--- src/rtl/cic_interpolator.sv ---
// Order-2 CIC interpolator: two combs at the input rate, zero-stuffing by
// INTERP, two integrators at the output rate, then divide-by-INTERP with
// optional round-half-up and saturation back to the sample width.
module cic_interpolator #(
    parameter int    DIN_WIDTH = 32,
    parameter int    DIN_POINT = 31,
    parameter int    INTERP    = 16,
    parameter string APPROX    = "nearest"
) (
    input  logic                        clk,
    input  logic                        rst,
    input  logic signed [DIN_WIDTH-1:0] din,
    input  logic                        din_valid,
    output logic                        din_ready,
    output logic signed [DIN_WIDTH-1:0] dout,
    output logic                        dout_valid
);
    localparam int LOG2I   = $clog2(INTERP);
    localparam int W       = DIN_WIDTH + 2 + LOG2I;   // internal datapath width
    localparam int SW      = W + 1 - LOG2I;           // width after the normalizing shift
    localparam int NSTAGES = 2;
    localparam bit NEAREST = (APPROX == "nearest");
    localparam logic [LOG2I-1:0] P_LAST = LOG2I'(INTERP - 1);
    localparam logic signed [W:0] ROUND = NEAREST ? ((W+1)'(1) << (LOG2I - 1)) : '0;

    // Elaboration-time parameter sanity checks.
    if (INTERP < 2 || (INTERP & (INTERP - 1)) != 0) begin : g_bad_interp
        $error("cic_interpolator: INTERP must be a power of two >= 2");
    end
    if (DIN_POINT < 0 || DIN_POINT >= DIN_WIDTH) begin : g_bad_point
        $error("cic_interpolator: DIN_POINT must lie inside the sample width");
    end

    typedef enum logic {ST_IDLE = 1'b0, ST_RUN = 1'b1} state_t;

    state_t           state_q;
    logic [LOG2I-1:0] p_q;
    logic             accept;
    logic             phase0;

    logic signed [W-1:0] comb_in  [0:NSTAGES];
    logic signed [W-1:0] integ_in [0:NSTAGES];
    logic signed [W-1:0] inject_q;
    logic signed [W-1:0] integ_last;

    logic                        upd_q;
    logic signed [DIN_WIDTH-1:0] dout_q;
    logic                        dout_valid_q;

    // Handshake: a new sample is taken when idle or on the last phase.
    assign din_ready = ((state_q == ST_IDLE) || (p_q == P_LAST)) && !rst;
    assign accept    = din_valid && din_ready;
    assign phase0    = (state_q == ST_RUN) && (p_q == '0);

    // Phase sequencer: IDLE until a sample arrives, then INTERP output cycles.
    always_ff @(posedge clk or posedge rst) begin
        if (rst) begin
            state_q <= ST_IDLE;
            p_q     <= '0;
        end else begin
            case (state_q)
                ST_IDLE: begin
                    if (accept) begin
                        state_q <= ST_RUN;
                        p_q     <= '0;
                    end
                end
                default: begin
                    if (p_q == P_LAST) begin
                        p_q <= '0;
                        if (!accept) begin
                            state_q <= ST_IDLE;
                        end
                    end else begin
                        p_q <= p_q + LOG2I'(1);
                    end
                end
            endcase
        end
    end

    // Comb chain input is the sign-extended sample.
    assign comb_in[0] = {{(W - DIN_WIDTH){din[DIN_WIDTH-1]}}, din};

    // Integrator chain input: comb output in phase 0, zero (stuffed) otherwise.
    assign integ_in[0] = phase0 ? inject_q : '0;

    for (genvar gi = 0; gi < NSTAGES; gi++) begin : g_comb
        logic signed [W-1:0] dly_q;
        assign comb_in[gi+1] = comb_in[gi] - dly_q;

        // Comb delay line advances only when a sample is accepted.
        always_ff @(posedge clk or posedge rst) begin
            if (rst) begin
                dly_q <= '0;
            end else if (accept) begin
                dly_q <= comb_in[gi];
            end
        end
    end

    // Comb output captured at acceptance, injected in the following phase-0 cycle.
    always_ff @(posedge clk or posedge rst) begin
        if (rst) begin
            inject_q <= '0;
        end else if (accept) begin
            inject_q <= comb_in[NSTAGES];
        end
    end

    for (genvar gi = 0; gi < NSTAGES; gi++) begin : g_integ
        logic signed [W-1:0] acc_q;
        // Each stage feeds its freshly updated sum to the next stage.
        assign integ_in[gi+1] = acc_q + integ_in[gi];

        // Integrators run only in RUN cycles and hold while idle.
        always_ff @(posedge clk or posedge rst) begin
            if (rst) begin
                acc_q <= '0;
            end else if (state_q == ST_RUN) begin
                acc_q <= integ_in[gi+1];
            end
        end

        if (gi == NSTAGES - 1) begin : g_last
            assign integ_last = acc_q;
        end
    end

    logic signed [W:0]           rnd_sum;
    logic signed [SW-1:0]        shifted;
    logic [SW-DIN_WIDTH:0]       top_bits;
    logic signed [DIN_WIDTH-1:0] sat_d;

    // Divide by INTERP (drop LSBs after optional rounding), then saturate.
    always_comb begin
        rnd_sum  = {integ_last[W-1], integ_last} + ROUND;
        shifted  = SW'(rnd_sum >>> LOG2I);
        top_bits = shifted[SW-1:DIN_WIDTH-1];
        if (top_bits == '0 || top_bits == '1) begin
            sat_d = shifted[DIN_WIDTH-1:0];
        end else if (shifted[SW-1]) begin
            sat_d = {1'b1, {(DIN_WIDTH-1){1'b0}}};
        end else begin
            sat_d = {1'b0, {(DIN_WIDTH-1){1'b1}}};
        end
    end

    // Output register: one cycle behind the integrators; holds when not valid.
    always_ff @(posedge clk or posedge rst) begin
        if (rst) begin
            upd_q        <= 1'b0;
            dout_q       <= '0;
            dout_valid_q <= 1'b0;
        end else begin
            upd_q        <= (state_q == ST_RUN);
            dout_valid_q <= upd_q;
            if (upd_q) begin
                dout_q <= sat_d;
            end
        end
    end

    assign dout       = dout_q;
    assign dout_valid = dout_valid_q;

endmodule

--- config.mk ---
export PLATFORM = sky130hd
export DESIGN_NAME = cic_interpolator
export DESIGN_NICKNAME = d
export VERILOG_FILES = /design/src/rtl/cic_interpolator.sv
export SDC_FILE = /design/constraint.sdc
export NUM_CORES = 1
export LEC_CHECK = 0
export BUFFER_PORTS_ARGS = -buffer_cell sky130_fd_sc_hd__buf_2
export CAP_MARGIN = 40
export CORE_MARGIN = 1
export CORE_UTILIZATION = 45
export DETAILED_ROUTE_END_ITERATION = 8
export HOLD_SLACK_MARGIN = 0.05
export SYNTH_ARGS = -nofsm -noshare
export SYNTH_HDL_FRONTEND = slang
export SYNTH_SLANG_ARGS = --single-unit
--- constraint.sdc ---
create_clock -name clk -period 7.5 [get_ports clk]
set_input_delay 0.375 -clock clk [delete_from_list [all_inputs] [get_ports clk]]
set_output_delay 0.375 -clock clk [all_outputs]
set_load 0.005 [all_outputs]
* Yosys cells after proc, flatten, opt, wreduce, memory -nomap -nowiden
Cells that the tools add are included.
Cells by class: muxes and demuxes 9, reduce and logical (&&, ||, !) cells 9, $add $sub $neg 6, equality and inequality tests 2, bitwise operators 1
Operator list (number):
- adder 38 bit | 2
- two-way mux 32 bit | 2
- adder 38 x 5 -> 39 bit (second input constant) | 1
- two-way mux 38 bit | 1
- subtractor 33 x 33 -> 34 bit | 1
- subtractor 32 x 32 -> 33 bit | 1
- two-way mux 4 bit | 3
- equality test 4 bit (second input constant) | 2
- logical NOT 4 bit | 2
- adder 4 x 1 -> 4 bit (second input constant) | 1
- logical AND 1 bit | 3
- two-way mux 1 bit | 3
- logical OR 1 bit | 2
- nonzero test 2 bit | 1
- logical NOT 1 bit | 1
- inverter 1 bit | 1
Storage, ports and cells: input bits 35, register bits after elaboration 218, output and inout bits 34, logic and storage cells 37

* Logic depth before layout (Yosys ltp)
Gate-level depths: netlist of run 1.
depth in word-level cells 7, gate-level depth with buffers 28, depth with buffers taken out 27

* Least setup slack after synthesis of run 1
OpenSTA, ideal clock, no wires.
path type register to register, from register p_q[0], to register g_integ[1].acc_q[36], stages on the path, launching flop included 29, arrival 5.791 ns, path slack 1.640 ns, data required time 7.431 ns, period minus slack after synthesis 5.860 ns, path buffers 1, library setup time 0.069 ns, cell sequence dfrtp_1 inv_1 ha_1 nor4b_1 clkbuf_1 and2_1 ha_1 or3_4 nand2_1 a21oi_1 nand2_1 a21oi_1 or4_1 a31oi_1 o21ai_0 a21oi_1 xnor2_1 ha_1 a21o_1 a21o_1 a21oi_1 nand2b_1 o21ai_0 a311oi_2 nor4_1 o31ai_1 a21boi_1 or4_1 nand3_1
RTL lines:
- from (decl) | line 37 | logic [LOG2I-1:0] p_q;
- from (signal assigned) | line 75 | p_q <= p_q + LOG2I'(1);
- to (signal assigned) | line 121 | acc_q <= integ_in[gi+1];
- to (decl) | line 112 | logic signed [W-1:0] acc_q;

==> flow_metrics.env, run 1 <==
export IMPL_layout_setup_ws_ns=1.32
export IMPL_cts_buffers=27
export IMPL_row_count=68
export IMPL_synth_edf_count=0
export IMPL_drive_gt1_share_pct=14.3
export IMPL_die_w_um=190
export IMPL_core_area_sq_um=34600
export IMPL_wl_met1_um=17100
export IMPL_grt_pass1_vias=12100
export IMPL_synth_nets=1933
export IMPL_max_stage_delay_ns=0.45
export IMPL_yosysSeqAreaShare_pct=33.8
export IMPL_synth_seq_cells=214
export IMPL_design_die_area_sq_um=36000
export IMPL_required_ns=7.97
export IMPL_synth_avg_cell_area_sq_um=9.05
export IMPL_drt_iter0_drc=535
export IMPL_top_layer_used="met4"
export IMPL_async_reset_ff_share_pct=100
export IMPL_crit_path_start_kind="flop"
export IMPL_report_final_setup_viol=0
export IMPL_clock_skew_ns=0.0124
export IMPL_relSlewSlack_pct=45.8
export IMPL_hp_class="in -> reg"
export IMPL_wl_um=33500
export IMPL_syn_inst=1751
export IMPL_worst_slew_pin_slew_ns=0.811
export IMPL_cts_root_buf="clkbuf_16"
export IMPL_clkTransAtPathRegs_ns=0.06
export IMPL_post_route_min_period_ns=6.18
export IMPL_insertion_delay_ns=0.54
export IMPL_dp_hpwl_um=25200
export IMPL_grt_max_degree=91
export IMPL_final_max_slew_viol_count=0
export IMPL_nets=2011
export IMPL_die_h_um=190
export IMPL_place_gp_congestion=0.878
export IMPL_fmax_ghz=0.162
export IMPL_grt_pass1_wl_um=58500
export IMPL_initial_core_util_pct=45.8
export IMPL_firstDrtPassIters=5
export IMPL_ys_warn_count=0
export IMPL_cp_common_cell="a21oi_1"
export IMPL_drv_cap=0
export IMPL_timing_final_crit_share_pct=82.4
export IMPL_preCtsSetupSlack_ns=1.29
export IMPL_stdcell_count=2303
export IMPL_drt_antenna_violating_nets=0
export IMPL_clock_sinks=214
export IMPL_drc=0
export IMPL_met2WireLength_um=14500
export IMPL_overflow=0
export IMPL_port_buffers=68
export IMPL_endpoint_kind="flop"
export IMPL_synth_cell_types=82
export IMPL_fillers=3247
export IMPL_setup_tns_final_ns=0
export IMPL_met3_length_um=1040
export IMPL_cp_arrival_ns=6.65
export IMPL_io_pins=69
export IMPL_hold_viol=0
export IMPL_cts_max_level=1
export IMPL_antenna_found_initial=0
export IMPL_groute_usage_overall_pct=19.3
export IMPL_synth_area_sq_um=15800
export IMPL_worstSetupPathType="reg -> reg"
export IMPL_wl_per_cell_um=14.6
export IMPL_vias_per_cell=5.32
export IMPL_antenna_cells=0
export IMPL_syn2layout_area_growth_pct=12.7
export IMPL_ctsLongestPathBuffers=3
export IMPL_cts_tree="yes"
export IMPL_outcome="finished clean"
export IMPL_placed_cells=2233
export IMPL_crit_slowest_cell="or4_1"
export IMPL_synthFlopType="dfrtp_1"
export IMPL_critPathMaxFanout=34
export IMPL_rsz0062_at_grt="false"
export IMPL_via_count=12300
==> synthesized netlist by cell type, types with 9 or more instances <==
cell | count | share of area, %
o21ai_1 | 10 | 0.32
xnor2_1 | 87 | 4.8
o21a_1 | 12 | 0.57
and2_1 | 37 | 1.5
nor2_1 | 72 | 1.7
a21o_1 | 69 | 3.3
nand2_1 | 175 | 4.1
dfrtp_1 | 214 | 34
mux2_2 | 104 | 7.4
a211oi_1 | 15 | 0.71
nor3_1 | 17 | 0.54
nand4_1 | 13 | 0.51
a31oi_1 | 20 | 0.79
and3_1 | 18 | 0.71
clkbuf_1 | 40 | 0.95
inv_1 | 119 | 2.8
xor2_1 | 56 | 3.1
a21oi_1 | 148 | 4.7
ha_1 | 143 | 11
a31o_2 | 9 | 0.50
nand3_1 | 41 | 1.3
nand2b_1 | 15 | 0.59
nor3b_1 | 12 | 0.57
nor2b_1 | 16 | 0.63
o21ai_0 | 126 | 4.0
o31ai_1 | 14 | 0.66
o21bai_1 | 19 | 0.90
or3_1 | 9 | 0.36
==> sequential cells by signal, indices dropped and copies added (netlist names) <==
signal and count:
g_integ.acc_q 76, g_comb.dly_q 65, inject_q 34, dout 32
p_q 4, dout_valid 1, state_q 1, upd_q 1
==> through the flow <==
stage | instance area [sq um] | utilization (%) | hold slack, ns
floorplan | 15800 | - | 0.352
detailed placement | 16700 | 48.3 | 0.450
global route | 17900 | 51.6 | 0.0735
CTS | 17900 | 51.6 | 0.0502
global placement | 16600 | 48.0 | 0.453
finish | 17900 | 51.6 | 0.0751
==> cell type report <==
class | count | area (sq um) | share of cell area (%)
Clock buffer | 38 | 787 | 4.41
Clock inverter | 10 | 134 | 0.750
Inverter | 119 | 454 | 2.54
Multi-Input combinational cell | 1366 | 9840 | 55.1
Sequential cell | 214 | 5360 | 30.0
Tap cell | 455 | 569 | 3.19
Timing Repair Buffer | 101 | 711 | 3.98
==> layer usage <==
layer  vias to the layer above  GRT usage, %
li1                       6449             -
met2                       178          31.4
met1                      5582          27.1
met4                         0          5.33
met3                        54          2.03
met5                         -             0
==> cell usage in the layout, fill, tap and decap left out, types with 56 or more instances in the layout <==
master,n
nor2_1,72
dfrtp_1,213
a21oi_1,148
a21o_1,69
ha_1,143
xnor2_1,87
o21ai_0,126
xor2_1,56
inv_1,118
buf_2,68
mux2_2,104
nand2_1,174
==> what timing repair did <==
| item | 4_1_cts | 5_1_grt |
|---|---|---|
| resized for setup | 0 | 0 |
| buffers inserted | 0 | 0 |
| hold buffers | 22 | 0 |
| hold endpoints to repair | 70 | 0 |
==> final timing paths <==
path                              start                    to  slack [ns]  depth (start not counted)
min in group asynchronous           rst   g_comb[0].dly_q[17]        0.44                          3
hold / removal                   din[5]    g_comb[0].dly_q[5]        0.08                          3
setup reg to reg                 p_q[0]  g_integ[1].acc_q[37]        1.32                         28
setup / recovery                 p_q[0]  g_integ[1].acc_q[37]        1.32                         28
max in group asynchronous           rst              dout[29]        5.61                          6
hold reg to reg            inject_q[25]          inject_q[25]        0.47                          2
==> critical path: cells and delay by family (launching register included) <==
| kind | cells | cell delay (ns) |
|---|---|---|
| AO/OA/AOI/OAI | 12 | 2.64 |
| AND/OR/NAND/NOR | 8 | 1.38 |
| adder cells (fa/ha/maj) | 3 | 0.72 |
| XOR/XNOR | 3 | 0.58 |
| flip-flops | 1 | 0.42 |
| buffers and inverters | 2 | 0.39 |
==> cell families after synthesis <==
family,count (synthesis),share of synthesized area [%]
fa+ha+maj,147,11.8
xor+xnor,144,8.05
compound gates,504,20.1
buf+inv,171,4.15
flops,214,33.8
simple gates,462,14.4
mux,109,7.75
Power of run 1 is not shown: default switching activity piles up to over one toggle a cycle in this logic, so the estimate is an artifact.
==> run 2, diff against run 1 <==
==> constraint.sdc (replaced) <==
create_clock -name clk -period 6.15 [get_ports clk]
set_input_delay 0.3075 -clock clk [delete_from_list [all_inputs] [get_ports clk]]
set_output_delay 0.3075 -clock clk [all_outputs]
set_load 0.005 [all_outputs]
==> flow_metrics.env, run 2 (synthesis gave the netlist of run 1 again) <==
export IMPL_clock_skew_ns=0.0228
export IMPL_drc=0
export IMPL_worstSetupPathType="reg -> reg"
export IMPL_syn2layout_area_growth_pct=15.1
export IMPL_timing_final_crit_share_pct=94.9
export IMPL_endpoint_kind="flop"
export IMPL_place_gp_congestion=0.930
export IMPL_required_ns=6.63
export IMPL_post_route_min_period_ns=5.83
export IMPL_top_layer_used="met4"
export IMPL_groute_usage_overall_pct=19.5
export IMPL_grt_pass1_wl_um=59200
export IMPL_initial_core_util_pct=45.8
export IMPL_die_w_um=190
export IMPL_row_count=68
export IMPL_antenna_cells=0
export IMPL_cts_tree="yes"
export IMPL_firstDrtPassIters=5
export IMPL_wl_per_cell_um=14.6
export IMPL_crit_path_start_kind="flop"
export IMPL_io_pins=69
export IMPL_dp_hpwl_um=24900
export IMPL_cp_arrival_ns=6.32
export IMPL_port_buffers=68
export IMPL_worst_slew_pin_slew_ns=1.16
export IMPL_antenna_found_initial=0
export IMPL_largest_reg_flops=76
export IMPL_grt_pass1_vias=12200
export IMPL_reg_top3="g_integ.acc_q (76), g_comb.dly_q (65), inject_q (34)"
export IMPL_drt_antenna_violating_nets=0
export IMPL_insertion_delay_ns=0.56
export IMPL_hp_class="in -> reg"
export IMPL_met3_length_um=949
export IMPL_design_die_area_sq_um=36000
export IMPL_met2WireLength_um=14700
export IMPL_layout_commonest_cell="dfrtp_1"
export IMPL_overflow=0
export IMPL_drive_gt1_share_pct=15.4
export IMPL_wl_um=33900
export IMPL_ctsLongestPathBuffers=3
export IMPL_wl_met1_um=17500
export IMPL_largest_register="g_integ.acc_q"
export IMPL_report_final_setup_viol=0
export IMPL_via_count=12400
export IMPL_die_h_um=190
export IMPL_setup_tns_final_ns=0
export IMPL_cts_max_level=1
export IMPL_relSlewSlack_pct=22.6
export IMPL_hold_viol=0
export IMPL_drt_iter0_drc=481
export IMPL_fmax_ghz=0.171
export IMPL_clock_sinks=214
export IMPL_final_max_slew_viol_count=0
export IMPL_placed_cells=2233
export IMPL_grt_max_degree=183
export IMPL_clkTransAtPathRegs_ns=0.06
export IMPL_final_cell_mix="dfrtp_1 (213), nand2_1 (174), a21oi_1 (147)"
export IMPL_max_stage_delay_ns=0.46
export IMPL_drv_cap=0
export IMPL_critPathMaxFanout=6
export IMPL_fin_util_pct=52.7
export IMPL_cts_root_buf="clkbuf_16"
export IMPL_core_area_sq_um=34600
export IMPL_crit_slowest_cell="or4_1"
export IMPL_stdcell_area_sq_um=18200
export IMPL_vias_per_cell=5.32
export IMPL_nets=2029
export IMPL_outcome="finished clean"
export IMPL_place_area_sq_um=16700
export IMPL_cts_buffers=27
export IMPL_stdcell_count=2323
export IMPL_fillers=3155
-- run 2: critical path: cells and delay by family (launching register included) --
family	cells	cell delay [ns]
fa+ha+maj	3	0.76
compound gates	12	1.82
flops	1	0.41
simple gates	10	2.08
xor+xnor	1	0.11
buf+inv	4	0.59
-- run 2: what timing repair did --
action	4_1_cts	5_1_grt
cloned	0	0
hold endpoints to repair	64	0
hold buffers	33	0
endpoints found under the setup margin	2	8
pin swaps	0	13
setup buffers	1	6
resized for setup	2	18
-- run 2: final timing paths --
path | from | to | slack (ns) | depth (start not counted)
max reg2reg | p_q[1] | g_integ[1].acc_q[36] | 0.32 | 30
max | p_q[1] | g_integ[1].acc_q[36] | 0.32 | 30
min reg2reg | inject_q[29] | inject_q[29] | 0.47 | 2
max in group asynchronous | rst | dout[30] | 4.13 | 4
min in group asynchronous | rst | g_comb[0].dly_q[21] | 0.47 | 3
min | din_valid | g_comb[1].dly_q[17] | 0.33 | 4
-- run 2: stage by stage --
stage | hold WS, ns | worst slack [ns]
after global routing | 0.339 | -0.0191
final | 0.331 | 0.315
after CTS | 0.304 | 0.0388
after detailed placement | 0.463 | -0.143
after global placement | 0.454 | -0.0429
after floorplan | 0.352 | 0.290
-- run 2: cell type report --
class	instances	area (sq um)	area share, %
Multi-Input combinational cell	1366	9930	54.5
Sequential cell	214	5360	29.4
Timing Repair Buffer	119	873	4.79
Clock buffer	37	773	4.24
Tap cell	455	569	3.12
Inverter	119	450	2.47
Clock inverter	13	280	1.54
-- run 2: layer usage --
layer | vias up | global-route usage (%)
li1 | 6467 | -
met1 | 5670 | 27.7
met2 | 176 | 31.4
met3 | 46 | 2.45
met4 | 0 | 4.71
met5 | - | 0
Power of run 2 is left out for the same reason.
